**src/rtl/uart_sink_pkg.sv**
```systemverilog
// Shared types and constants for the serial-line receiver that checks uart_top TX output.
package uart_sink_pkg;

  typedef enum logic [2:0] {
    ST_IDLE,
    ST_START,
    ST_DATA,
    ST_PARITY,
    ST_STOP1,
    ST_STOP2,
    ST_BRK_WAIT
  } state_t;

  localparam int STAT_BRK = 3;
  localparam int STAT_FE  = 2;
  localparam int STAT_PE  = 1;
  localparam int STAT_OE  = 0;

  localparam logic [1:0] LEN_5 = 2'b00;
  localparam logic [1:0] LEN_6 = 2'b01;
  localparam logic [1:0] LEN_7 = 2'b10;
  localparam logic [1:0] LEN_8 = 2'b11;

  // Index of the final data bit (LSB-first) for a given char_len encoding.
  function automatic logic [2:0] last_bit_idx(input logic [1:0] len);
    logic [2:0] idx;
    case (len)
      LEN_5:   idx = 3'd4;
      LEN_6:   idx = 3'd5;
      LEN_7:   idx = 3'd6;
      LEN_8:   idx = 3'd7;
      default: idx = 3'd7;
    endcase
    return idx;
  endfunction

endpackage

```
**src/rtl/uart_sink_fifo.sv**
```systemverilog
// Synchronous character FIFO; the head entry is visible while the FIFO is non-empty.
module uart_sink_fifo #(
  parameter int WIDTH = 12,
  parameter int DEPTH = 8,
  parameter int CW    = $clog2(DEPTH + 1)
) (
  input  logic             clk,
  input  logic             rst_n,
  input  logic             push,
  input  logic [WIDTH-1:0] wdata,
  input  logic             pop,
  output logic [WIDTH-1:0] rdata,
  output logic [CW-1:0]    count,
  output logic             empty,
  output logic             full
);

  localparam int AW = $clog2(DEPTH);

  logic [WIDTH-1:0] mem [DEPTH];
  logic [AW-1:0]    wr_ptr;
  logic [AW-1:0]    rd_ptr;
  logic             do_push;
  logic             do_pop;

  // A full FIFO still accepts a push when the head leaves in the same cycle.
  assign do_pop  = pop && !empty;
  assign do_push = push && (!full || do_pop);

  always_ff @(posedge clk or negedge rst_n) begin
    if (!rst_n) begin
      wr_ptr <= '0;
      rd_ptr <= '0;
      count  <= '0;
      for (int i = 0; i < DEPTH; i++) begin
        mem[i] <= '0;
      end
    end else begin
      if (do_push) begin
        mem[wr_ptr] <= wdata;
        wr_ptr      <= wr_ptr + 1'b1;
      end
      if (do_pop) begin
        rd_ptr <= rd_ptr + 1'b1;
      end
      case ({do_push, do_pop})
        2'b10:   count <= count + CW'(1);
        2'b01:   count <= count - CW'(1);
        default: count <= count;
      endcase
    end
  end

  assign rdata = mem[rd_ptr];
  assign empty = (count == '0);
  assign full  = (count == CW'(DEPTH));

endmodule

```
**src/rtl/uart_serial_sink.sv**
```systemverilog
// 16x oversampling serial receiver: start detection, mid-bit sampling, parity/stop/break checks.
module uart_serial_sink
  import uart_sink_pkg::*;
#(
  parameter int DIV_WIDTH  = 16,
  parameter int FIFO_DEPTH = 8
) (
  input  logic                               wb_clock,
  input  logic                               wb_rst_n,
  input  logic [DIV_WIDTH-1:0]               divisor,
  input  logic [1:0]                         char_len,
  input  logic                               parity_en,
  input  logic                               parity_even,
  input  logic                               stop2,
  input  logic                               rx,
  output logic [7:0]                         rx_data,
  output logic [3:0]                         rx_status,
  output logic                               rx_valid,
  input  logic                               rx_ready,
  output logic [$clog2(FIFO_DEPTH+1)-1:0]    fifo_count,
  output logic                               busy
);

  localparam int CW = $clog2(FIFO_DEPTH + 1);

  logic                 rx_meta;
  logic                 rxs;
  logic [DIV_WIDTH-1:0] tick_cnt;
  logic [DIV_WIDTH-1:0] div_load;
  logic                 tick;

  state_t     state, state_next;
  logic [3:0] sc, sc_next;
  logic [2:0] bit_idx, bit_next;
  logic [7:0] data_sr, data_next;
  logic       par_bit, par_next;
  logic       pe_flag, pe_next;
  logic       ovr_pending;

  logic       push_req;
  logic       brk;
  logic       fe;
  logic [7:0] push_data;
  logic [3:0] push_status;

  logic        fifo_push;
  logic        fifo_pop;
  logic        fifo_empty;
  logic        fifo_full;
  logic [11:0] fifo_head;

  // Synchronizer idles high so a reset never looks like a start bit by itself.
  always_ff @(posedge wb_clock or negedge wb_rst_n) begin
    if (!wb_rst_n) begin
      rx_meta <= 1'b1;
      rxs     <= 1'b1;
    end else begin
      rx_meta <= rx;
      rxs     <= rx_meta;
    end
  end

  assign div_load = (divisor == '0) ? '0 : divisor - DIV_WIDTH'(1);
  assign tick     = (tick_cnt == '0);

  always_ff @(posedge wb_clock or negedge wb_rst_n) begin
    if (!wb_rst_n) begin
      tick_cnt <= '0;
    end else if (tick) begin
      tick_cnt <= div_load;
    end else begin
      tick_cnt <= tick_cnt - DIV_WIDTH'(1);
    end
  end

  always_ff @(posedge wb_clock or negedge wb_rst_n) begin
    if (!wb_rst_n) begin
      state   <= ST_IDLE;
      sc      <= '0;
      bit_idx <= '0;
      data_sr <= '0;
      par_bit <= 1'b0;
      pe_flag <= 1'b0;
    end else begin
      state   <= state_next;
      sc      <= sc_next;
      bit_idx <= bit_next;
      data_sr <= data_next;
      par_bit <= par_next;
      pe_flag <= pe_next;
    end
  end

  // The tick counter sc wraps 15->0 naturally, so each bit spans exactly 16 ticks.
  always_comb begin
    state_next = state;
    sc_next    = sc;
    bit_next   = bit_idx;
    data_next  = data_sr;
    par_next   = par_bit;
    pe_next    = pe_flag;
    push_req   = 1'b0;
    brk        = 1'b0;
    fe         = 1'b0;
    case (state)
      ST_IDLE: begin
        if (tick && !rxs) begin
          state_next = ST_START;
          sc_next    = '0;
        end
      end
      ST_START: begin
        if (tick) begin
          sc_next = sc + 4'd1;
          if (sc == 4'd7) begin
            if (rxs) begin
              state_next = ST_IDLE;
            end else begin
              state_next = ST_DATA;
              sc_next    = '0;
              bit_next   = '0;
              data_next  = '0;
              par_next   = 1'b0;
              pe_next    = 1'b0;
            end
          end
        end
      end
      ST_DATA: begin
        if (tick) begin
          sc_next = sc + 4'd1;
          if (sc == 4'd15) begin
            data_next[bit_idx] = rxs;
            if (bit_idx == last_bit_idx(char_len)) begin
              bit_next   = '0;
              state_next = parity_en ? ST_PARITY : ST_STOP1;
            end else begin
              bit_next = bit_idx + 3'd1;
            end
          end
        end
      end
      ST_PARITY: begin
        if (tick) begin
          sc_next = sc + 4'd1;
          if (sc == 4'd15) begin
            par_next   = rxs;
            pe_next    = ((^data_sr) ^ rxs) != !parity_even;
            state_next = ST_STOP1;
          end
        end
      end
      ST_STOP1: begin
        if (tick) begin
          sc_next = sc + 4'd1;
          if (sc == 4'd15) begin
            fe       = !rxs;
            brk      = !rxs && (data_sr == '0) && !(parity_en && par_bit);
            push_req = 1'b1;
            if (brk) begin
              state_next = ST_BRK_WAIT;
            end else if (stop2) begin
              state_next = ST_STOP2;
            end else begin
              state_next = ST_IDLE;
            end
          end
        end
      end
      ST_STOP2: begin
        if (tick) begin
          sc_next = sc + 4'd1;
          if (sc == 4'd15) begin
            state_next = ST_IDLE;
          end
        end
      end
      ST_BRK_WAIT: begin
        if (rxs) begin
          state_next = ST_IDLE;
        end
      end
      default: state_next = ST_IDLE;
    endcase
  end

  always_comb begin
    push_status           = '0;
    push_status[STAT_BRK] = brk;
    push_status[STAT_FE]  = fe | brk;
    push_status[STAT_PE]  = pe_flag;
    push_status[STAT_OE]  = ovr_pending;
    push_data             = brk ? 8'h00 : data_sr;
  end

  assign fifo_pop  = rx_valid && rx_ready;
  assign fifo_push = push_req && (!fifo_full || fifo_pop);

  // A dropped character is remembered and reported on the next one that fits.
  always_ff @(posedge wb_clock or negedge wb_rst_n) begin
    if (!wb_rst_n) begin
      ovr_pending <= 1'b0;
    end else if (push_req) begin
      ovr_pending <= !fifo_push;
    end
  end

  uart_sink_fifo #(
    .WIDTH (12),
    .DEPTH (FIFO_DEPTH),
    .CW    (CW)
  ) u_fifo (
    .clk   (wb_clock),
    .rst_n (wb_rst_n),
    .push  (fifo_push),
    .wdata ({push_data, push_status}),
    .pop   (fifo_pop),
    .rdata (fifo_head),
    .count (fifo_count),
    .empty (fifo_empty),
    .full  (fifo_full)
  );

  assign rx_data   = fifo_head[11:4];
  assign rx_status = fifo_head[3:0];
  assign rx_valid  = !fifo_empty;
  assign busy      = (state != ST_IDLE);

endmodule

```
**config.mk**
```make
export PLATFORM = sky130hd
export DESIGN_NAME = uart_serial_sink
export DESIGN_NICKNAME = d
export VERILOG_FILES = /design/src/rtl/uart_sink_pkg.sv /design/src/rtl/uart_sink_fifo.sv /design/src/rtl/uart_serial_sink.sv
export SDC_FILE = /design/constraint.sdc
export NUM_CORES = 1
export LEC_CHECK = 0
export CAP_MARGIN = 20
export CORE_AREA = 2 2 122 124
export CTS_CLUSTER_DIAMETER = 30
export DETAILED_ROUTE_END_ITERATION = 7
export DIE_AREA = 0 0 124 126
export PLACE_DENSITY = 0.75
export SLEW_MARGIN = 0
export SYNTH_ARGS = -nofsm -noshare
export SYNTH_HDL_FRONTEND = slang
export SYNTH_SLANG_ARGS = --single-unit
```
**constraint.sdc**
```tcl
create_clock -name wb_clock -period 9.75 [get_ports wb_clock]
set_clock_uncertainty 0.2 [all_clocks]
set_input_delay 0.975 -clock wb_clock [delete_from_list [all_inputs] [get_ports wb_clock]]
set_output_delay 0.975 -clock wb_clock [all_outputs]
set_load 0.02 [all_outputs]
```
==> flow_summary.yaml <==
status:
  status: "complete, no violations"
power:
  vdd_drop_max_uv: 109.4
  p_per_area_mw_per_mm2: 162.1
  leakage_nw: 3.580
  fin_total_pwr_mw: 1.428
cts:
  clk_path_buf_depth: 2
  htreeDepth: 4
  cts-resized-gates: 0
  clk_pin_slew_ps: 60
  postCtsSetupBuffers: 0
  clkSinkCount: 145
  postCtsHoldBufs: 0
  cts_tree: "done"
  clockRootBuffer: "clkbuf_16"
  clock_latency_ps: 430
  cts_buffers: 17
timing:
  slew_violations: 0
  setup_violations: 0
  finalSetupTns_ps: 0
  fin_crit_ps: 3812
  worst_hold_slack_ps: 157.2
  max_freq_ghz: 0.2623
  worst_slew_pin_slew_ps: 822.5
  relSlewSlack_pct: 45.16
  finalCritPeriodShare_pct: 39.10
  hold_viol: 0
  rsz0062_at_grt: "no"
floorplan:
  dieArea_mm2: 0.01562
  dieHeight_um: 126
  start_util_pct: 53.58
  core.rowCount: 44
  chipWidth_um: 124
  core-area_mm2: 0.01431
  ios: 43
critical_path:
  worstSetupStartpoint: "u_fifo.rd_ptr[0]"
  cp-end-kind: "output port"
  crit_path_max_fanout: 26
  worstSetupPathType: "reg2out"
  crit_required_ps: 8580
  cp.arrival_ps: 2640
  cp-start-kind: "register"
  ff2ff_path_depth: 7
  timing.rr.start: "state[1]"
placed_design:
  dp_cells: 923
  numPortBuffers: 42
  routabilityCongestion: 0.8434
  dp.final_hpwl_um: 11990
logic_synthesis:
  ys_async_sr_fraction_pct: 100.0
  syn_nets: 783
  synth-seq-area-share_pct: 47.35
  synth_area_per_cell_um2: 10.31
  synth_edf_count: 0
  synthCells: 744
  yosys_warnings: 0
  synth_flop_cell: "dfrtp_1"
  ys_ff_latch: 145
  syn-cell-area_mm2: 0.007669
  yosysUniqueCellTypes: 58
finish:
  nets: 797
  diodes: 0
  drive_gt1_share_pct: 15.30
  instances_no_fill: 955
  syn_to_final_growth_pct: 14.88
  nFillCells: 1151
  final_core_util_pct: 61.55
route:
  ant_nets: 0
  viasPerCell: 6.317
  via_count: 6033
  first_iter_violations: 533
  wl_um: 18360
  dr.pass1.iters: 5
  drc: 0
  wl_per_cell_um: 19.23
grt:
  grt_pass1_vias: 5940
  grt_max_degree: 85
  antenna_found_initial: 0
  grt_usage_pct: 25.33
  grt.overflow.total: 0
  grt_pass1_wl_um: 30520
run:
  cap_violations: 0
min_path:
  min_from: "rx_meta"
  hold_depth: 0
  holdCritPathClass: "reg2reg"
## sequential cells by signal, indices dropped and copies added, names as in the netlist
name and count:
u_fifo.wr_ptr 3, bit_idx 3, tick_cnt 16, data_sr 8, pe_flag 1, u_fifo.mem 96
par_bit 1, rx_meta 1, u_fifo.rd_ptr 3, ovr_pending 1, state 3, u_fifo.count 4
rxs 1, sc 4
## report_power, final
| group | switching [mW] | total [mW] | leakage, nW | internal, mW |
|---|---|---|---|---|
| Clock | 0.256 | 0.718 | 0.318 | 0.461 |
| Combinational | 0.0396 | 0.0742 | 1.32 | 0.0347 |
| Sequential | 0.0184 | 0.636 | 1.94 | 0.618 |
| Total | 0.314 | 1.43 | 3.58 | 1.11 |
## worst paths after layout
path,endpoint,slack [ps]
max in group asynchronous,u_fifo.wr_ptr[1],7670
min in group asynchronous,u_fifo.mem[45],360
max,rx_data[3],5940
max reg2reg,u_fifo.mem[1],6070
min,rxs,160
min reg2reg,rxs,160
## cell usage in the layout (no fill, tap or decap), types with 3 or more instances in the layout
cell,Yosys,routed
o21ai_0,158,158
dfrtp_1,143,143
clkdlybuf4s50_1,0,41
nand2_1,38,38
mux2_2,33,33
xnor2_1,29,29
nand3_1,28,28
inv_1,26,26
mux4_2,24,24
nor2_1,23,23
o21ai_1,20,20
clkbuf_16,0,17
ha_1,14,14
nor3_1,14,13
or3_1,11,11
a21oi_1,11,11
or4_1,10,10
o21ai_2,10,10
xor2_1,9,9
a31oi_1,9,9
o22ai_1,8,8
o31ai_1,8,8
nor4_1,6,6
nand2b_1,6,6
bufinv_16,0,5
nand3b_1,4,4
o211ai_1,4,4
buf_4,1,4
or3b_2,3,3
nor3b_1,3,3
nor2b_1,3,3
a21o_1,3,3
clkinv_2,0,3
## cell type report
cell class | count | area (µm²) | share of cell area, %
multi-input cells | 520 | 3717 | 42.20
flip-flops and latches | 145 | 3631 | 41.22
repair buffers | 47 | 479.2 | 5.440
clock buffers | 19 | 442.9 | 5.028
well taps | 184 | 230.2 | 2.613
clock inverters | 13 | 207.7 | 2.358
inverters | 27 | 101.3 | 1.150
## per-layer routing
metal  GRT usage, %  wire, µm  part of all wire, %
met2          40.66      9303                   51
met3          5.344      1263                  6.9
met5              0         0                    0
met4          10.51       446                  2.4
met1          33.46      7346                   40
## cells by family after synthesis
kind of cell / after synthesis / share of synthesized area [%]
AO/OA/AOI/OAI: 245 / 18.03
XOR/XNOR: 38 / 4.340
adder cells (fa/ha/maj): 14 / 2.284
buffers and inverters: 79 / 4.242
flip-flops: 145 / 47.35
multiplexers: 57 / 11.89
AND/OR/NAND/NOR: 166 / 11.86
## worst max-delay path, cell delays in order, from the launching register on
cell and delay (ps):
dfrtp_1 320, buf_4 440, mux4_2 590, mux2_2 290
clkdlybuf4s50_1 540
## stage by stage
| stage | cell area [µm²] | setup slack [ps] |
|---|---|---|
| finish | 8810 | 5938 |
| global route | 8810 | 5797 |
| CTS | 8810 | 5901 |
| detailed placement | 8159 | 5858 |
| global placement | 8132 | 5951 |
| floorplan | 7669 | 6465 |
## synthesized netlist by cell type, drive strengths merged, types with 9 or more instances
cell type / instances / area (µm²)
o21ai: 188 / 978.4
dfrtp: 143 / 3578
nand2: 40 / 182.7
clkbuf: 37 / 138.9
mux2: 33 / 371.6
xnor2: 29 / 254.0
nand3: 28 / 140.1
inv: 27 / 101.3
mux4: 24 / 540.5
nor2: 23 / 86.33
buf: 15 / 85.08
nor3: 15 / 80.08
ha: 14 / 175.2
a21oi: 11 / 55.05
or3: 11 / 68.82
or4: 11 / 86.33
a31oi: 9 / 56.30
xor2: 9 / 78.83
Power figures use the tool's default switching activity.
